File: src/rtl/onehot_rr_arbiter_64.sv
// Round-robin arbiter over 64 level requests with a registered, strictly one-hot
// grant and a valid/ready handshake; feeds the 64-to-6 one-hot encoder.
module onehot_rr_arbiter_64 #(
    parameter int unsigned N    = 64,
    parameter int unsigned IDXW = 6
) (
    input  logic            clk,
    input  logic            rst_n,
    input  logic [N-1:0]    req,
    input  logic            grant_ready,
    output logic            grant_valid,
    output logic [N-1:0]    grant_onehot,
    output logic [IDXW-1:0] rr_ptr
);

    typedef enum logic {
        IDLE = 1'b0,
        HOLD = 1'b1
    } state_e;

    state_e            state_q,        state_d;
    logic              grant_valid_q,  grant_valid_d;
    logic [N-1:0]      grant_onehot_q, grant_onehot_d;
    logic [IDXW-1:0]   grant_idx_q,    grant_idx_d;
    logic [IDXW-1:0]   rr_ptr_q,       rr_ptr_d;

    logic              accept;
    logic [IDXW-1:0]   search_start;
    logic [N-1:0]      rotated;
    logic              found;
    logic [IDXW-1:0]   offset;
    logic [IDXW-1:0]   winner;

    assign accept = (state_q == HOLD) && grant_ready;

    // On an accept edge the search restarts just past the lane being retired.
    always_comb begin
        search_start = rr_ptr_q;
        if (accept) begin
            search_start = IDXW'(grant_idx_q + IDXW'(1));
        end
        rotated = N'({req, req} >> search_start);
        found   = 1'b0;
        offset  = '0;
        for (int i = int'(N) - 1; i >= 0; i--) begin
            if (rotated[i]) begin
                found  = 1'b1;
                offset = IDXW'(i);
            end
        end
        winner = IDXW'(search_start + offset);
    end

    // Next-state and registered-output logic.
    always_comb begin
        state_d        = state_q;
        grant_valid_d  = grant_valid_q;
        grant_onehot_d = grant_onehot_q;
        grant_idx_d    = grant_idx_q;
        rr_ptr_d       = rr_ptr_q;
        case (state_q)
            IDLE: begin
                if (found) begin
                    state_d        = HOLD;
                    grant_valid_d  = 1'b1;
                    grant_onehot_d = N'(1) << winner;
                    grant_idx_d    = winner;
                end
            end
            HOLD: begin
                if (grant_ready) begin
                    rr_ptr_d = IDXW'(grant_idx_q + IDXW'(1));
                    if (found) begin
                        grant_onehot_d = N'(1) << winner;
                        grant_idx_d    = winner;
                    end else begin
                        state_d        = IDLE;
                        grant_valid_d  = 1'b0;
                        grant_onehot_d = '0;
                    end
                end
            end
            default: begin
                state_d        = IDLE;
                grant_valid_d  = 1'b0;
                grant_onehot_d = '0;
            end
        endcase
    end

    always_ff @(posedge clk) begin
        if (!rst_n) begin
            state_q        <= IDLE;
            grant_valid_q  <= 1'b0;
            grant_onehot_q <= '0;
            grant_idx_q    <= '0;
            rr_ptr_q       <= '0;
        end else begin
            state_q        <= state_d;
            grant_valid_q  <= grant_valid_d;
            grant_onehot_q <= grant_onehot_d;
            grant_idx_q    <= grant_idx_d;
            rr_ptr_q       <= rr_ptr_d;
        end
    end

    assign grant_valid  = grant_valid_q;
    assign grant_onehot = grant_onehot_q;
    assign rr_ptr       = rr_ptr_q;

endmodule
File: config.mk
export PLATFORM = sky130hd
export DESIGN_NAME = onehot_rr_arbiter_64
export DESIGN_NICKNAME = d
export VERILOG_FILES = /design/src/rtl/onehot_rr_arbiter_64.sv
export SDC_FILE = /design/constraint.sdc
export NUM_CORES = 1
export LEC_CHECK = 0
export ABC_AREA = 1
export ABC_CLOCK_PERIOD_IN_PS = 10400
export BUFFER_PORTS_ARGS = -buffer_cell sky130_fd_sc_hd__clkbuf_2
export CORE_MARGIN = 1
export CORE_UTILIZATION = 55
export CTS_CLUSTER_SIZE = 28
export DETAILED_ROUTE_END_ITERATION = 8
export MAX_ROUTING_LAYER = met4
export PLACE_DENSITY = 0.75
export SYNTH_ARGS = -nofsm -noshare
export SYNTH_HDL_FRONTEND = slang
export SYNTH_SLANG_ARGS = --single-unit
File: constraint.sdc
create_clock -name clk -period 10.4 [get_ports clk]
set_input_delay 1.56 -clock clk [delete_from_list [all_inputs] [get_ports clk]]
set_output_delay 1.56 -clock clk [all_outputs]
set_load 0.03 [all_outputs]
==> results of run 1 <==
sequential cells by signal, indices dropped and copies added (netlist names):
register,cells
state_q,1
grant_onehot,64
grant_idx_q,6
rr_ptr,6
grant_valid,1
cells in the mapped netlist, drive strengths merged:
| cell type | number |
|---|---|
| nand2 | 733 |
| ha | 5 |
| a21boi | 1 |
| xnor2 | 1 |
| mux2i | 4 |
| or2 | 12 |
| nor4 | 1 |
| o211ai | 5 |
| buf | 62 |
| a31oi | 18 |
| clkinv | 1 |
| o21bai | 2 |
| clkbuf | 39 |
| xor2 | 5 |
| o21ai | 167 |
| nor3 | 10 |
| dfxtp | 78 |
| a21oi | 80 |
| o31ai | 1 |
| inv | 178 |
| nand3 | 243 |
| nand3b | 2 |
| and2 | 12 |
| nor2 | 86 |
| nand4 | 1 |
| o21a | 8 |
metrics by stage:
stage	instance area, um^2	cells	power (uW)
final	9900	2039	1670
after detailed placement	9590	2023	1320
after CTS	9900	2039	1640
after global placement	9590	2023	1320
after global routing	9900	2039	1790
after floorplan	8890	1755	1040
cell families (layout without fill, tap and decap cells):
group / after synthesis / in the layout / synth area share, %
simple gates: 1100 / 1100 / 51.0
compound gates: 282 / 282 / 16.9
buf+inv: 280 / 348 / 12.8
flops: 78 / 78 / 17.6
xor+xnor: 6 / 6 / 0.675
fa+ha+maj: 5 / 5 / 0.703
mux: 4 / 4 / 0.450
path summary, 6_finish.rpt:
check	endpoint	slack [ps]	cells after the start
setup / recovery	grant_onehot[37]	1080	81
hold / removal	grant_onehot[31]	460	2
setup reg to reg	grant_onehot[37]	2060	80
hold reg to reg	grant_onehot[31]	460	2
metal layers:
metal | track usage (%) | part of all wire (%) | up-vias | routed length (um)
met5 | - | 0 | - | 0
met4 | 20.0 | 5.2 | 0 | 1700
met3 | 4.38 | 6.4 | 105 | 2080
met2 | 67.3 | 47 | 490 | 15300
met1 | 48.1 | 42 | 5138 | 13600
li1 | - | - | 5719 | -
worst max-delay path, delay by kind of cell:
kind            cells  cell delay, ps
compound gates      6            1220
xor+xnor            1             460
fa+ha+maj           2             460
buf+inv             4             640
simple gates       68            5150
where the power goes:
group | total [uW] | internal, uW | switching, uW
logic | 1020 | 295 | 726
registers | 323 | 312 | 10.5
clock network | 321 | 193 | 128
final cells by class:
type	instances	share of cell area, %
clock buffers	10	2.41
clock inverters	6	0.682
inverters	179	6.79
multi-input cells	1397	63.2
flip-flops and latches	78	15.8
well taps	216	2.73
repair buffers	153	8.39
==> summary.txt, run 1 <==
Run status
  • Status: finished, final reports clean

Cells and area
  • Antenna cells: 0
  • Layout cells sized above 1: 10.8%
  • Most frequent cells in the layout: 728 x nand2_1, 242 x nand3_1, 173 x inv_1
  • Multi-input gate area: 6260 um^2
  • Synth-to-Final Area Change: 11.3%
  • Nets@finish: 1890
  • Most common cell after layout, fill and taps aside: nand2_1
  • Filler Cells Inserted: 1650
  • Layout Utilization: 62.6%
  • Storage element area: 1560 um^2

Yosys
  • Synthesis Warnings: 0
  • Yosys reg bits: 78
  • Largest area contributor in the netlist: nand2_1
  • Synth top area cells: nand2_1 31%, dfxtp_1 18%, nand3_1 14%, inv_1 7.3%, o21ai_0 6.5%
  • Synth cell types: 41
  • Sequential fraction of the synthesis area: 17.6%
  • Area fraction of the dominant cell type after synthesis: 30.8%
  • Syn_nets: 1827
  • Synthesized cell area: 8890 um^2
  • Syn avg cell area: 5.07 um^2
  • Post-Syn Instances: 1755

STA
  • Max-slew violation count: 0
  • Max_slew headroom: 18.5%
  • Fin. Hold Viols: 0
  • Fmax: 0.107 GHz
  • Final hold slack: 465 ps
  • Fin worst setup slack: 1080 ps
  • Final min period: 9320 ps
  • Slew @ Worst Pin: 1220 ps
  • RSZ-0062 raised after global routing: false
  • Fin crit share: 89.6%
  • Layout Skew: 6.25 ps
  • Final setup violation count: 0
  • Setup TNS: 0 ps

Worst setup path
  • Crit end category: flop
  • CP startpoint: grant_ready
  • Crit path max fanout: 64
  • Setup CP Type: in2reg
  • Startpoint Class: primary input
  • Critical Path RT: 10650 ps
  • Most Frequent Cell on Critical Path: nand2_1
  • FF-to-FF Start: state_q
  • Critical Path AT: 9570 ps
  • CP peak stage delay: 460 ps
  • Slowest cell on crit path: xor2_1

Die
  • Core Footprint: 15800 um^2
  • Starting Density: 56.2%
  • I/O pin cnt: 138
  • Row cnt: 46
  • DIE AREA: 16700 um^2
  • Die Span X: 129 um
  • Die Span Y: 129 um

Global routing
  • Initial antenna violation count: 0
  • Vias in the first global route: 9910
  • GR Overflow Total: 0
  • First-pass GRT wire length: 50.8 mm
  • Tot GR Track Use: 40.3%
  • Largest net degree at the start of global routing: 86

Detailed routing
  • Post-DRT Antenna Nets: 0
  • Final wirelength: 32.7 mm
  • Number of DRC markers in iteration 0: 1149
  • # DRC: 0
  • Drt via density: 5.62
  • Vias post-DR: 11452
  • Post-DR wirelength/cell: 16.0 um
  • Number of detailed-routing iterations run before antenna repair: 9

CTS
  • PostCTS Resize Cnt: 0
  • Hold_buf cts: 0
  • H-tree levels: 3
  • Clock latency on the worst-skew pair: 340 ps
  • CTS max path bufs: 2
  • Clk sinks: 78
  • CTS tree: built
  • Clk slew on worst S/H paths: 60 ps
  • Clock Root Buffer: clkbuf_16
  • CTS Buf Count: 9
  • Post-CTS setup repair buffer count: 0

Worst hold path
  • Worst Hold Class: reg2reg
  • Worst Min Path Start: grant_onehot[31]

Flow run
  • Max-cap violations: 0

Power and ir drop
  • Pwr dens: 168 nW/um^2
  • Leak: 0.00510 uW
  • VDD IR max: 0.156 mV

Placement
  • Dpl ws: 1070 ps
  • PortBufs: 137
  • GPL Wtd Cong: 1.02
  • HPWL Detailed: 25.3 mm
(Power assumes the default switching activity.)
==> inputs of run 2 (changes only) <==
CORE_UTILIZATION = 30   (was 55)
PLACE_DENSITY = 0.45   (was 0.75)
==> run 2 against run 1 <==
Effect of this change: routed wire length rose by 9.9%; die area rose by 82%; total power rose by 3.8%; non-clock buffer count rose by 3; clock skew fell by 0.99 ps; cell count rose by 8.3%; cell area rose by 3.0%.
==> summary.txt, run 2 (synthesis gave the netlist of run 1 again) <==
Placement
  • GPL Wtd Cong: 0.951 (was 1.02)
  • PortBufs: 137 (unchanged)
  • Dpl ws: 1180 ps (was 1070 ps)
  • HPWL Detailed: 28.5 mm (was 25.3 mm)

CTS
  • CTS tree: built (unchanged)
  • PostCTS Resize Cnt: 0 (unchanged)
  • CTS max path bufs: 2 (unchanged)
  • Clk slew on worst S/H paths: 60 ps (about the same)
  • Post-CTS setup repair buffer count: 0 (unchanged)
  • Clock Root Buffer: clkbuf_16 (unchanged)
  • Clock latency on the worst-skew pair: 330 ps (was 340 ps)
  • Hold_buf cts: 0 (unchanged)
  • Clk sinks: 78 (unchanged)
  • H-tree levels: 3 (unchanged)
  • CTS Buf Count: 9 (unchanged)

STA
  • Final min period: 8980 ps (was 9320 ps)
  • Slew @ Worst Pin: 894 ps (was 1220 ps)
  • Final setup violation count: 0 (unchanged)
  • Max-slew violation count: 0 (unchanged)
  • Layout Skew: 5.27 ps (was 6.25 ps)
  • Fin. Hold Viols: 0 (unchanged)
  • Setup TNS: 0 ps (unchanged)
  • Fin crit share: 86.3% (was 89.6%)
  • RSZ-0062 raised after global routing: false (unchanged)
  • Max_slew headroom: 39.8% (was 18.5%)
  • Fmax: 0.111 GHz (was 0.107 GHz)
  • Fin worst setup slack: 1420 ps (was 1080 ps)

Worst setup path
  • Crit end category: flop (unchanged)
  • Crit path max fanout: 35 (was 64)
  • Most Frequent Cell on Critical Path: nand2_1 (unchanged)
  • R2r setup slk: 2320 ps (was 2060 ps)
  • CP peak stage delay: 460 ps (about the same)
  • Slowest cell on crit path: o21ai_0 (was xor2_1)
  • Critical Path RT: 10660 ps (was 10650 ps)
  • Setup CP Type: in2reg (unchanged)
  • Critical Path AT: 9240 ps (was 9570 ps)
  • Startpoint Class: primary input (unchanged)

Global routing
  • Initial antenna violation count: 0 (unchanged)
  • GR Overflow Total: 0 (unchanged)
  • First-pass GRT wire length: 56.1 mm (was 50.8 mm)
  • Largest net degree at the start of global routing: 86 (unchanged)
  • Vias in the first global route: 9902 (was 9910)
  • Tot GR Track Use: 24.3% (was 40.3%)

Detailed routing
  • DR top layer: met4 (unchanged)
  • DR WL met2: 15.9 mm (was 15.3 mm)
  • Final wirelength: 35.9 mm (was 32.7 mm)
  • Number of DRC markers in iteration 0: 1087 (was 1149)
  • Post-DR wirelength/cell: 16.3 um (was 16.0 um)
  • # DRC: 0 (unchanged)
  • Vias post-DR: 11012 (was 11452)
  • Met3 wire length: 2.31 mm (was 2.08 mm)
  • Drt via density: 4.99 (was 5.62)
  • M1 wire length: 16.9 mm (was 13.6 mm)
  • Post-DRT Antenna Nets: 0 (unchanged)
  • Number of detailed-routing iterations run before antenna repair: 6 (was 9)

Cells and area
  • Antenna cells: 0 (unchanged)
  • Layout cells sized above 1: 10.9% (was 10.8%)
  • Max FFs per register: 64 (unchanged)
  • Nets@finish: 1893 (was 1890)
  • Most frequent cells in the layout: 728 x nand2_1, 242 x nand3_1, 173 x inv_1 (unchanged)
  • Synth-to-Final Area Change: 14.7% (was 11.3%)
  • Most common cell after layout, fill and taps aside: nand2_1 (unchanged)

Die
  • Core Footprint: 28900 um^2 (was 15800 um^2)
  • Die Span X: 174 um (was 129 um)
  • DIE AREA: 30300 um^2 (was 16700 um^2)
  • I/O pin cnt: 138 (unchanged)
  • Starting Density: 30.7% (was 56.2%)
  • Row cnt: 62 (was 46)
  • Die Span Y: 174 um (was 129 um)

Power and ir drop
  • Leak: 0.00515 uW (was 0.00510 uW)
  • Pwr dens: 170 nW/um^2 (was 168 nW/um^2)
  • VDD IR max: 0.0910 mV (was 0.156 mV)

Flow run
  • Max-cap violations: 0 (unchanged)

Run status
  • Status: finished, final reports clean (unchanged)

Worst hold path
  • Worst Hold Class: reg2reg (unchanged)
## run 2: changes by cell type in the layout (fill, tap and decap cells not counted)
cell,change
bufinv_16,+2
buf_4,+1
clkinv_4,+2
clkinv_2,-1
buf_12,+2
inv_6,-2
clkinvlp_4,-2
## run 2: per-layer routing
layer | vias up | track usage [%]
li1 | 5716 | -
met1 | 4936 | 32.4
met3 | 40 | 4.37
met4 | 0 | 5.63
met2 | 320 | 38.0
met5 | - | -
## run 2: critical path: cells and delay by family
kind	cells	cell delay [ps]
xor+xnor	1	390
simple gates	70	5170
compound gates	5	1140
buf+inv	4	520
fa+ha+maj	2	440
## run 2: worst paths after layout
| path | from | end | cells past startpoint |
|---|---|---|---|
| min reg2reg | grant_onehot[42] | grant_onehot[42] | 2 |
| min | grant_onehot[42] | grant_onehot[42] | 2 |
| max reg2reg | grant_idx_q[0] | grant_onehot[52] | 81 |
| max | grant_ready | grant_onehot[52] | 82 |
## run 2: layout make-up
cell class | instances | area [um^2]
Clock buffer | 10 | 239
Clock inverter | 5 | 108
Fill cell | 3369 | 18700
Inverter | 179 | 672
Multi-Input combinational cell | 1397 | 6260
Sequential cell | 78 | 1560
Tap cell | 384 | 480
Timing Repair Buffer | 156 | 878
## run 2: power by group
part	internal, uW	leakage (uW)	switching [uW]
logic	297	0.00435	745
registers	312	0.000631	11.0
clock network	240	0.000169	123
## run 2: stage by stage
step / hold WS, ps / util (%) / power, uW / instances / instance area, um^2
floorplan: 488 / - / 1040 / 1755 / 8890
global placement: 453 / 34.0 / 1370 / 2194 / 9850
finish: 465 / 35.2 / 1730 / 2209 / 10200
CTS: 468 / 35.2 / 1720 / 2209 / 10200
global route: 482 / 35.2 / 1880 / 2209 / 10200
detailed placement: 458 / 34.0 / 1360 / 2194 / 9850
